## config.mk

```make
export PLATFORM = sky130hd
export DESIGN_NAME = uart_ftw_loader
export DESIGN_NICKNAME = d
export VERILOG_FILES = /design/src/rtl/uart_ftw_loader.sv
export SDC_FILE = /design/constraint.sdc
export NUM_CORES = 1
export LEC_CHECK = 0
export ABC_AREA = 0
export CAP_MARGIN = 20
export CORE_UTILIZATION = 55
export DETAILED_ROUTE_END_ITERATION = 10
export PLACE_DENSITY = 0.78
export SYNTH_ARGS = -nofsm -noshare
export SYNTH_HDL_FRONTEND = slang
export SYNTH_SLANG_ARGS = --single-unit
```

## constraint.sdc

```tcl
create_clock -name clk -period 2.4 [get_ports clk]
set_input_delay 0.36 -clock clk [delete_from_list [all_inputs] [get_ports clk]]
set_output_delay 0.36 -clock clk [all_outputs]
set_load 0.01 [all_outputs]
```

## src/rtl/uart_ftw_loader.sv

```systemverilog
// uart_ftw_loader: receives 8N1 UART frames (A5, CMD, 4 payload bytes MSB-first)
// and loads the selected 32-bit DDS tuning word.
// Optional feature macro FTW_CHECKSUM_EN: adds a trailing XOR checksum byte
// (CMD ^ payload bytes) that must match before the commit.
// Ports:
//   clk       - single clock, rising edge
//   rst_n     - asynchronous active-low reset
//   rx        - UART serial input, idle high, asynchronous to clk
//   ftw0/ftw1 - live tuning words (freq_sel = 0 / 1)
//   ftw_stb   - one-cycle pulse when ftw0 or ftw1 is updated
//   frame_err - one-cycle pulse on framing error, bad command, bad checksum or timeout
//   busy      - parser mid-frame or receiver mid-byte
module uart_ftw_loader #(
  parameter int unsigned CLKS_PER_BIT = 434,
  parameter logic [31:0] FTW0_INIT    = 32'h0083_126F,
  parameter logic [31:0] FTW1_INIT    = 32'h0106_24DD
) (
  input  logic        clk,
  input  logic        rst_n,
  input  logic        rx,
  output logic [31:0] ftw0,
  output logic [31:0] ftw1,
  output logic        ftw_stb,
  output logic        frame_err,
  output logic        busy
);

  localparam int unsigned CNT_W     = $clog2(CLKS_PER_BIT + 1);
  localparam int unsigned TO_CYCLES = 16 * CLKS_PER_BIT;
  localparam int unsigned TO_W      = $clog2(TO_CYCLES + 1);
  localparam logic [CNT_W-1:0] HALF_CNT = CNT_W'(CLKS_PER_BIT / 2);
  localparam logic [CNT_W-1:0] LAST_CNT = CNT_W'(CLKS_PER_BIT - 1);
  localparam logic [TO_W-1:0]  TO_LAST  = TO_W'(TO_CYCLES - 1);

  typedef enum logic [1:0] {RX_IDLE, RX_START, RX_DATA, RX_STOP} rx_state_e;
  typedef enum logic [2:0] {
    P_SYNC, P_CMD, P_B3, P_B2, P_B1, P_B0
`ifdef FTW_CHECKSUM_EN
    , P_CHK
`endif
  } p_state_e;

  logic             rx_meta_q, rx_s_q;
  rx_state_e        rx_st_q, rx_st_d;
  logic [CNT_W-1:0] cnt_q, cnt_d;
  logic [2:0]       bit_q, bit_d;
  logic [7:0]       data_q, data_d;
  logic             wait_q, wait_d;
  logic             byte_vld_c, stop_err_c;

  p_state_e         p_q, p_d;
  logic             sel_q, sel_d;
  logic [31:0]      shadow_q, shadow_d;
  logic [TO_W-1:0]  to_q, to_d;
  logic [31:0]      ftw0_q, ftw0_d, ftw1_q, ftw1_d;
  logic             stb_q, stb_d, ferr_q, ferr_d, busy_q, busy_d;
  logic             commit_c;
  logic [31:0]      commit_val_c;
`ifdef FTW_CHECKSUM_EN
  logic [7:0]       chk_q, chk_d;
`endif

  // Two-flop synchronizer; resets to the idle-high line level
  always_ff @(posedge clk or negedge rst_n) begin
    if (!rst_n) begin
      rx_meta_q <= 1'b1;
      rx_s_q    <= 1'b1;
    end else begin
      rx_meta_q <= rx;
      rx_s_q    <= rx_meta_q;
    end
  end

  // Receiver next-state: mid-bit sampling counted from the start-bit midpoint
  always_comb begin
    rx_st_d    = rx_st_q;
    cnt_d      = cnt_q;
    bit_d      = bit_q;
    data_d     = data_q;
    wait_d     = wait_q;
    byte_vld_c = 1'b0;
    stop_err_c = 1'b0;
    case (rx_st_q)
      RX_IDLE: begin
        cnt_d = '0;
        bit_d = '0;
        if (!rx_s_q) rx_st_d = RX_START;
      end
      RX_START: begin
        if (cnt_q == HALF_CNT) begin
          cnt_d   = '0;
          rx_st_d = rx_s_q ? RX_IDLE : RX_DATA;
        end else begin
          cnt_d = cnt_q + CNT_W'(1);
        end
      end
      RX_DATA: begin
        if (cnt_q == LAST_CNT) begin
          cnt_d  = '0;
          data_d = {rx_s_q, data_q[7:1]};
          bit_d  = bit_q + 3'd1;
          if (bit_q == 3'd7) rx_st_d = RX_STOP;
        end else begin
          cnt_d = cnt_q + CNT_W'(1);
        end
      end
      RX_STOP: begin
        // After a bad stop bit, hold here until the line returns high
        if (wait_q) begin
          if (rx_s_q) begin
            wait_d  = 1'b0;
            rx_st_d = RX_IDLE;
          end
        end else if (cnt_q == LAST_CNT) begin
          cnt_d = '0;
          if (rx_s_q) begin
            byte_vld_c = 1'b1;
            rx_st_d    = RX_IDLE;
          end else begin
            stop_err_c = 1'b1;
            wait_d     = 1'b1;
          end
        end else begin
          cnt_d = cnt_q + CNT_W'(1);
        end
      end
      default: rx_st_d = RX_IDLE;
    endcase
  end

  // Parser next-state, shadow assembly, commit and output pulses
  always_comb begin
    p_d          = p_q;
    sel_d        = sel_q;
    shadow_d     = shadow_q;
    ftw0_d       = ftw0_q;
    ftw1_d       = ftw1_q;
    stb_d        = 1'b0;
    ferr_d       = stop_err_c;
    commit_c     = 1'b0;
    commit_val_c = {shadow_q[23:0], data_q};
`ifdef FTW_CHECKSUM_EN
    chk_d        = chk_q;
`endif
    // Inter-byte timeout only accumulates while mid-frame with the line idle
    if (p_q == P_SYNC || rx_st_q != RX_IDLE) to_d = '0;
    else                                     to_d = to_q + TO_W'(1);

    if (p_q != P_SYNC && stop_err_c) begin
      p_d = P_SYNC;
    end else if (p_q != P_SYNC && rx_st_q == RX_IDLE && to_q == TO_LAST) begin
      p_d    = P_SYNC;
      ferr_d = 1'b1;
    end else if (byte_vld_c) begin
      case (p_q)
        P_SYNC: if (data_q == 8'hA5) p_d = P_CMD;
        P_CMD: begin
          if (data_q[7:1] == 7'd0) begin
            sel_d = data_q[0];
            p_d   = P_B3;
`ifdef FTW_CHECKSUM_EN
            chk_d = data_q;
`endif
          end else begin
            ferr_d = 1'b1;
            p_d    = P_SYNC;
          end
        end
        P_B3, P_B2, P_B1: begin
          shadow_d = {shadow_q[23:0], data_q};
          p_d      = p_state_e'(p_q + 3'd1);
`ifdef FTW_CHECKSUM_EN
          chk_d    = chk_q ^ data_q;
`endif
        end
        P_B0: begin
          shadow_d = {shadow_q[23:0], data_q};
`ifdef FTW_CHECKSUM_EN
          chk_d    = chk_q ^ data_q;
          p_d      = P_CHK;
`else
          commit_c = 1'b1;
          p_d      = P_SYNC;
`endif
        end
`ifdef FTW_CHECKSUM_EN
        P_CHK: begin
          commit_val_c = shadow_q;
          if (data_q == chk_q) commit_c = 1'b1;
          else                 ferr_d   = 1'b1;
          p_d = P_SYNC;
        end
`endif
        default: p_d = P_SYNC;
      endcase
    end

    if (commit_c) begin
      stb_d = 1'b1;
      if (sel_q) ftw1_d = commit_val_c;
      else       ftw0_d = commit_val_c;
    end
    busy_d = (p_d != P_SYNC) || (rx_st_d != RX_IDLE);
  end

  // State registers
  always_ff @(posedge clk or negedge rst_n) begin
    if (!rst_n) begin
      rx_st_q  <= RX_IDLE;
      cnt_q    <= '0;
      bit_q    <= '0;
      data_q   <= '0;
      wait_q   <= 1'b0;
      p_q      <= P_SYNC;
      sel_q    <= 1'b0;
      shadow_q <= '0;
      to_q     <= '0;
      ftw0_q   <= FTW0_INIT;
      ftw1_q   <= FTW1_INIT;
      stb_q    <= 1'b0;
      ferr_q   <= 1'b0;
      busy_q   <= 1'b0;
`ifdef FTW_CHECKSUM_EN
      chk_q    <= '0;
`endif
    end else begin
      rx_st_q  <= rx_st_d;
      cnt_q    <= cnt_d;
      bit_q    <= bit_d;
      data_q   <= data_d;
      wait_q   <= wait_d;
      p_q      <= p_d;
      sel_q    <= sel_d;
      shadow_q <= shadow_d;
      to_q     <= to_d;
      ftw0_q   <= ftw0_d;
      ftw1_q   <= ftw1_d;
      stb_q    <= stb_d;
      ferr_q   <= ferr_d;
      busy_q   <= busy_d;
`ifdef FTW_CHECKSUM_EN
      chk_q    <= chk_d;
`endif
    end
  end

  assign ftw0      = ftw0_q;
  assign ftw1      = ftw1_q;
  assign ftw_stb   = stb_q;
  assign frame_err = ferr_q;
  assign busy      = busy_q;

endmodule

```

Word-level counts from Yosys, hierarchy flattened

Cells that the tools add are included.

Register bits: 133
Output and inout bits: 67

$add $sub $neg: 4
Equal/unequal tests: 15
Mux-type cells: 41
Bitwise gates (word level): 3
Reductions and logical operators: 21

Operators by type and width:

| cell                                                | count |
|---|---|
| one-hot mux 9 bit (4 select lines)                  | 1 |
| 2-to-1 mux 9 bit                                    | 3 |
| 2-to-1 mux 1 bit                                    | 19 |
| 2-to-1 mux 2 bit                                    | 9 |
| 2-to-1 mux 3 bit                                    | 5 |
| adder 13 x 1 -> 13 bit, second input constant       | 1 |
| equality test 13 bit, second input constant         | 1 |
| 2-to-1 mux 13 bit                                   | 1 |
| adder 9 x 1 -> 9 bit, second input constant         | 1 |
| equality test 3 bit, second input constant          | 3 |
| equality test 9 x 8 -> 1 bit, second input constant | 1 |
| equality test 9 bit, second input constant          | 1 |
| one-hot mux 3 bit (3 select lines)                  | 1 |
| equality test 8 bit, second input constant          | 1 |
| one-hot mux 2 bit (4 select lines)                  | 1 |
| AND reduction 2 bit                                 | 4 |
| logical NOT 7 bit                                   | 1 |
| adder 3 x 1 -> 3 bit, second input constant         | 2 |
| equality test 3 x 2 -> 1 bit, second input constant | 2 |
| one-hot mux 3 bit (2 select lines)                  | 1 |
| nonzero test 2 bit                                  | 3 |
| nonzero test 3 bit                                  | 2 |
| AND reduction 5 bit                                 | 1 |
| equality test 2 bit, second input constant          | 2 |
| other kinds (11)                                    | 17 |

Logic depth before layout (Yosys ltp)

Gate-level depths: netlist of the first run.

Word-level depth: 9
Gate-level depth with buffers: 8

Least setup slack after synthesis of the first run

No wires, ideal clock.

Path type: flip-flop to flip-flop
Start point: reg p_q[0]
End point: reg busy_q (netlist: busy)
Setup time: 0.139 ns
Arrival time: 1.940 ns
Data required time: 2.261 ns
Slack: 0.321 ns
Stages on the path, launching flop included: 8
Buffers on the path: 0
Clock period less this slack: 2.079 ns
Cells stage by stage: dfrtp_1 > inv_1 > ha_1 > nor2b_1 > nor4_1 > a22oi_1 > o21a_1 > or4_1

Word-level cells in the longest chain between the ends: 8

Ends and longest elaborated chain:

| what                                                         | RTL line | RTL |
|---|---|---|
| start, declared                                              | 51       | `p_state_e p_q, p_d;` |
| start signal, assigned                                       | 232      | `p_q <= p_d;` |
| branches (longest 5 deep; another with adder 3 x 1 -> 3 bit) | -        |  |
| 2-to-1 mux 3 bit (*)                                         | 149      | `if (p_q != P_SYNC && stop_err_c) begin` |
| net p_d[1]                                                   | 51       |  |
| nonzero test 3 bit (*)                                       | 203      | `busy_d = (p_d != P_SYNC) \|\| (rx_st_d != RX_IDLE);` |
| logical OR 1 bit (*)                                         | 203      |  |
| net busy_d                                                   | 56       | `logic stb_q, stb_d, ferr_q, ferr_d, busy_q, busy_d;` |
| end signal, assigned                                         | 240      | `busy_q <= busy_d;` |
| end, declared                                                | 56       |  |

Mark *: on every way through the listed nets, which the timed path passes.
A chain may end at the register's enable or synchronous reset.

Worst setup path in the final report of the first run

Ends and elaborated chain as after synthesis.

==> results of run 1 <==
[worst register-to-register path: stages, from the launching register on]
cell	delay, ps
dfrtp_1	420
inv_1	110
ha_1	250
mux2_2	300
o311a_1	330
o211a_1	250
or4_1	500
[cell usage after synthesis (all sizes together) (3+ instances only)]
master,count,area [um^2]
dfrtp,109,2730
mux2,99,1110
nor2,28,105
dfstp,24,631
nand2,18,70.1
a22o,12,105
nor3,12,70.1
nand3,11,55.1
buf,10,50.1
ha,10,125
o21ai,9,45.0
a21oi,6,33.8
inv,6,22.5
nand4,6,43.8
xnor2,5,43.8
and3,4,25.0
clkbuf,4,16.3
nor2b,4,25.0
xor2,4,35.0
a21o,3,22.5
nand4b,3,26.3
nand4bb,3,33.8
[worst paths after layout]
path / startpoint / endpoint / slack (ps) / cells past startpoint
setup / recovery: p_q[0] / busy / 120 / 6
hold / removal: rx / rx_meta_q / 260 / 1
setup reg to reg: p_q[0] / busy / 120 / 6
hold reg to reg: rx_meta_q / rx_s_q / 360 / 0
max in group asynchronous: rst_n / ftw0[23] / 1330 / 3
min in group asynchronous: rst_n / ftw1[20] / 360 / 2
[state kept, by name, summed over array words and instances, names as in the netlist, 2 cells and up]
| signal | flops |
|---|---|
| bit_q | 3 |
| cnt_q | 9 |
| data_q | 8 |
| ftw0 | 32 |
| ftw1 | 32 |
| p_q | 3 |
| rx_st_q | 2 |
| shadow_q | 24 |
| to_q | 13 |
[kinds of logic after synthesis]
family                   Yosys count
XOR/XNOR                           9
flip-flops                       133
multiplexers                      99
AO/OA/AOI/OAI                     47
AND/OR/NAND/NOR                  103
buffers and inverters             20
adder cells (fa/ha/maj)           10
[metrics by stage]
step           utilization [%]  instance area (um^2)
2_1_floorplan                -                  5680
3_3_place_gp              66.6                  6600
3_5_place_dp              66.6                  6600
4_1_cts                   72.4                  7180
5_1_grt                   72.5                  7180
6_report                  72.5                  7180
[area by class of cell]
type | count | area share, %
clock buffer | 18 | 5.82
clock inverter | 14 | 2.09
inverter | 6 | 0.314
multi-input combinational | 268 | 31.2
sequential | 133 | 46.8
tap | 133 | 2.32
timing repair buffer | 80 | 11.5
[power breakdown]
group          total [mW]  internal [mW]  switching (mW)
Sequential           2.25           2.25         0.00288
Clock                2.46           1.49           0.977
Combinational      0.0544         0.0111          0.0433
Total                4.77           3.74            1.02
[routing by layer]
layer | global-route usage (%) | up-vias
met5 | 0 | -
met4 | 6.94 | 0
met3 | 6.17 | 10
met2 | 40.3 | 98
met1 | 30.8 | 1870
li1 | - | 1703
[timing repair]
| action | in CTS | in global routing |
|---|---|---|
| gates resized for setup | 0 | 1 |
| setup endpoints to repair | 0 | 1 |
| hold buffers | 1 | 0 |
| endpoints found under the hold margin | 37 | 0 |
==> results.sh, run 1 <==
export IMPL_io_pins=70
export IMPL_pre_cts_slack_ps=101
export IMPL_setup_ws_ps=117
export IMPL_avgSynthCellArea_um2=13.5
export IMPL_syn_inst=421
export IMPL_num_rows=36
export IMPL_synth_top_family_by_area="multiplexers"
export IMPL_fmax_mhz=438
export IMPL_whs_ps=260
export IMPL_cts_max_level=4
export IMPL_dp_cells=619
export IMPL_worst_setup_path_start_kind="flip-flop"
export IMPL_tightest_slew_ps=573
export IMPL_async_reset_ff_share_pct=100
export IMPL_route_detailed_drc=0
export IMPL_p_total_mw=4.77
export IMPL_worstPathCellList="inv_1, ha_1, mux2_2, o311a_1, o211a_1, or4_1"
export IMPL_drt_vias_per_instance=5.65
export IMPL_start_util_pct=57.3
export IMPL_num_nets_final=519
export IMPL_areaGrowthSynthToFinish_pct=26.5
export IMPL_final_common_cell="dfrtp_1"
export IMPL_criticalPathCategory="flip-flop to flip-flop"
export IMPL_grt_pass1_wl_mm=20.2
export IMPL_critical_path_required_ps=2780
export IMPL_finalHoldViolations=0
export IMPL_layout_drive_gt1_share_pct=32.6
export IMPL_n_antenna_cell=0
export IMPL_hpwl_mm=7.73
export IMPL_m1WireLength_mm=5.17
export IMPL_drt_iter0_drc=151
export IMPL_cp_top_family="compound AO/OA/AOI/OAI gates"
export IMPL_synth_main_ff_cell="dfrtp_1"
export IMPL_wl_met3_um=493
export IMPL_slowest_delay_ps=500
export IMPL_ir_worst_vdd_uv=526
export IMPL_cpMaxStageDelayCell="or4_1"
export IMPL_setup_violations_final=0
export IMPL_yosysSeqAreaShare_pct=59.1
export IMPL_status="finished clean"
export IMPL_die_y_um=104
export IMPL_fin_crit_ps=2280
export IMPL_path_clk_slew_ps=60
export IMPL_port_buffers=69
export IMPL_yosysWarningCount=0
export IMPL_grt_overflow=0
export IMPL_grt_max_degree=49
export IMPL_gp_congestion=0.851
export IMPL_root_buffer="clkbuf_8"
export IMPL_drt_wl_total_mm=11.7
export IMPL_cts_made_buffers=17
export IMPL_power_density_nw_per_um2=664
export IMPL_synthXorXnorAreaFrac_pct=1.39
export IMPL_fin_cells=652
export IMPL_critPathBufInv=1
export IMPL_die_w_um=104
export IMPL_detailroute_via_count=3681
export IMPL_synthSimpleGateAreaFrac_pct=9.89
export IMPL_clockBufferDepth=2
export IMPL_clock_sinks=133
export IMPL_p_leak_nw=3.26
export IMPL_multi_input_area_um2=2240
export IMPL_dieArea_um2=10700
export IMPL_worstSetupEndpointType="flip-flop"
export IMPL_drtPass1Iterations=4
export IMPL_maxCapViolCount=0
export IMPL_muxShareOfSynthArea_pct=19.6
export IMPL_coreArea_um2=9910
export IMPL_cts_setup_buffers=0
export IMPL_final_cell_mix="dfrtp_1 (109), mux2_2 (93), clkdlybuf4s50_1 (68)"
export IMPL_post_route_period_util_pct=95.1
export IMPL_antenna_left=0
export IMPL_first_global_vias=3917
export IMPL_routed_top_layer="met4"
export IMPL_wire_per_inst_um=17.9
export IMPL_syn_num_nets=434
export IMPL_netlist_area_um2=5680
export IMPL_worstHoldPathType="primary input to flip-flop"
export IMPL_register_area_um2=3360
export IMPL_synth_distinct_cells=53
export IMPL_worstPathMaxFanout=5
export IMPL_cts_tree="done"
export IMPL_drv_slew=0
export IMPL_insertion_delay_ps=520
export IMPL_slew_headroom_pct=61.8
export IMPL_tns_ps=0
export IMPL_synth_edf_count=0
export IMPL_synthAdderAreaFrac_pct=2.20
export IMPL_finClkSkew_ps=11.9
export IMPL_synth_compound_area_share_pct=6.19
export IMPL_antenna_found_initial=0
export IMPL_ys_ff_latch=133
export IMPL_arrival_ps=2660
export IMPL_grt_total_usage_pct=24.0
export IMPL_wl_met2_mm=5.91
export IMPL_filler_cell_count=653
Power figures use the tool's default switching activity.
==> run 2, diff against run 1 <==
--- a/config.mk
+++ b/config.mk
@@ -6,7 +6,7 @@
 export NUM_CORES = 1
 export LEC_CHECK = 0
 export ABC_AREA = 0
-export CAP_MARGIN = 20
+export CAP_MARGIN = 15
 export CORE_UTILIZATION = 55
 export DETAILED_ROUTE_END_ITERATION = 10
 export PLACE_DENSITY = 0.78
==> results of run 2 <==
Final layout, timing and power as in run 1 (identical DEF).
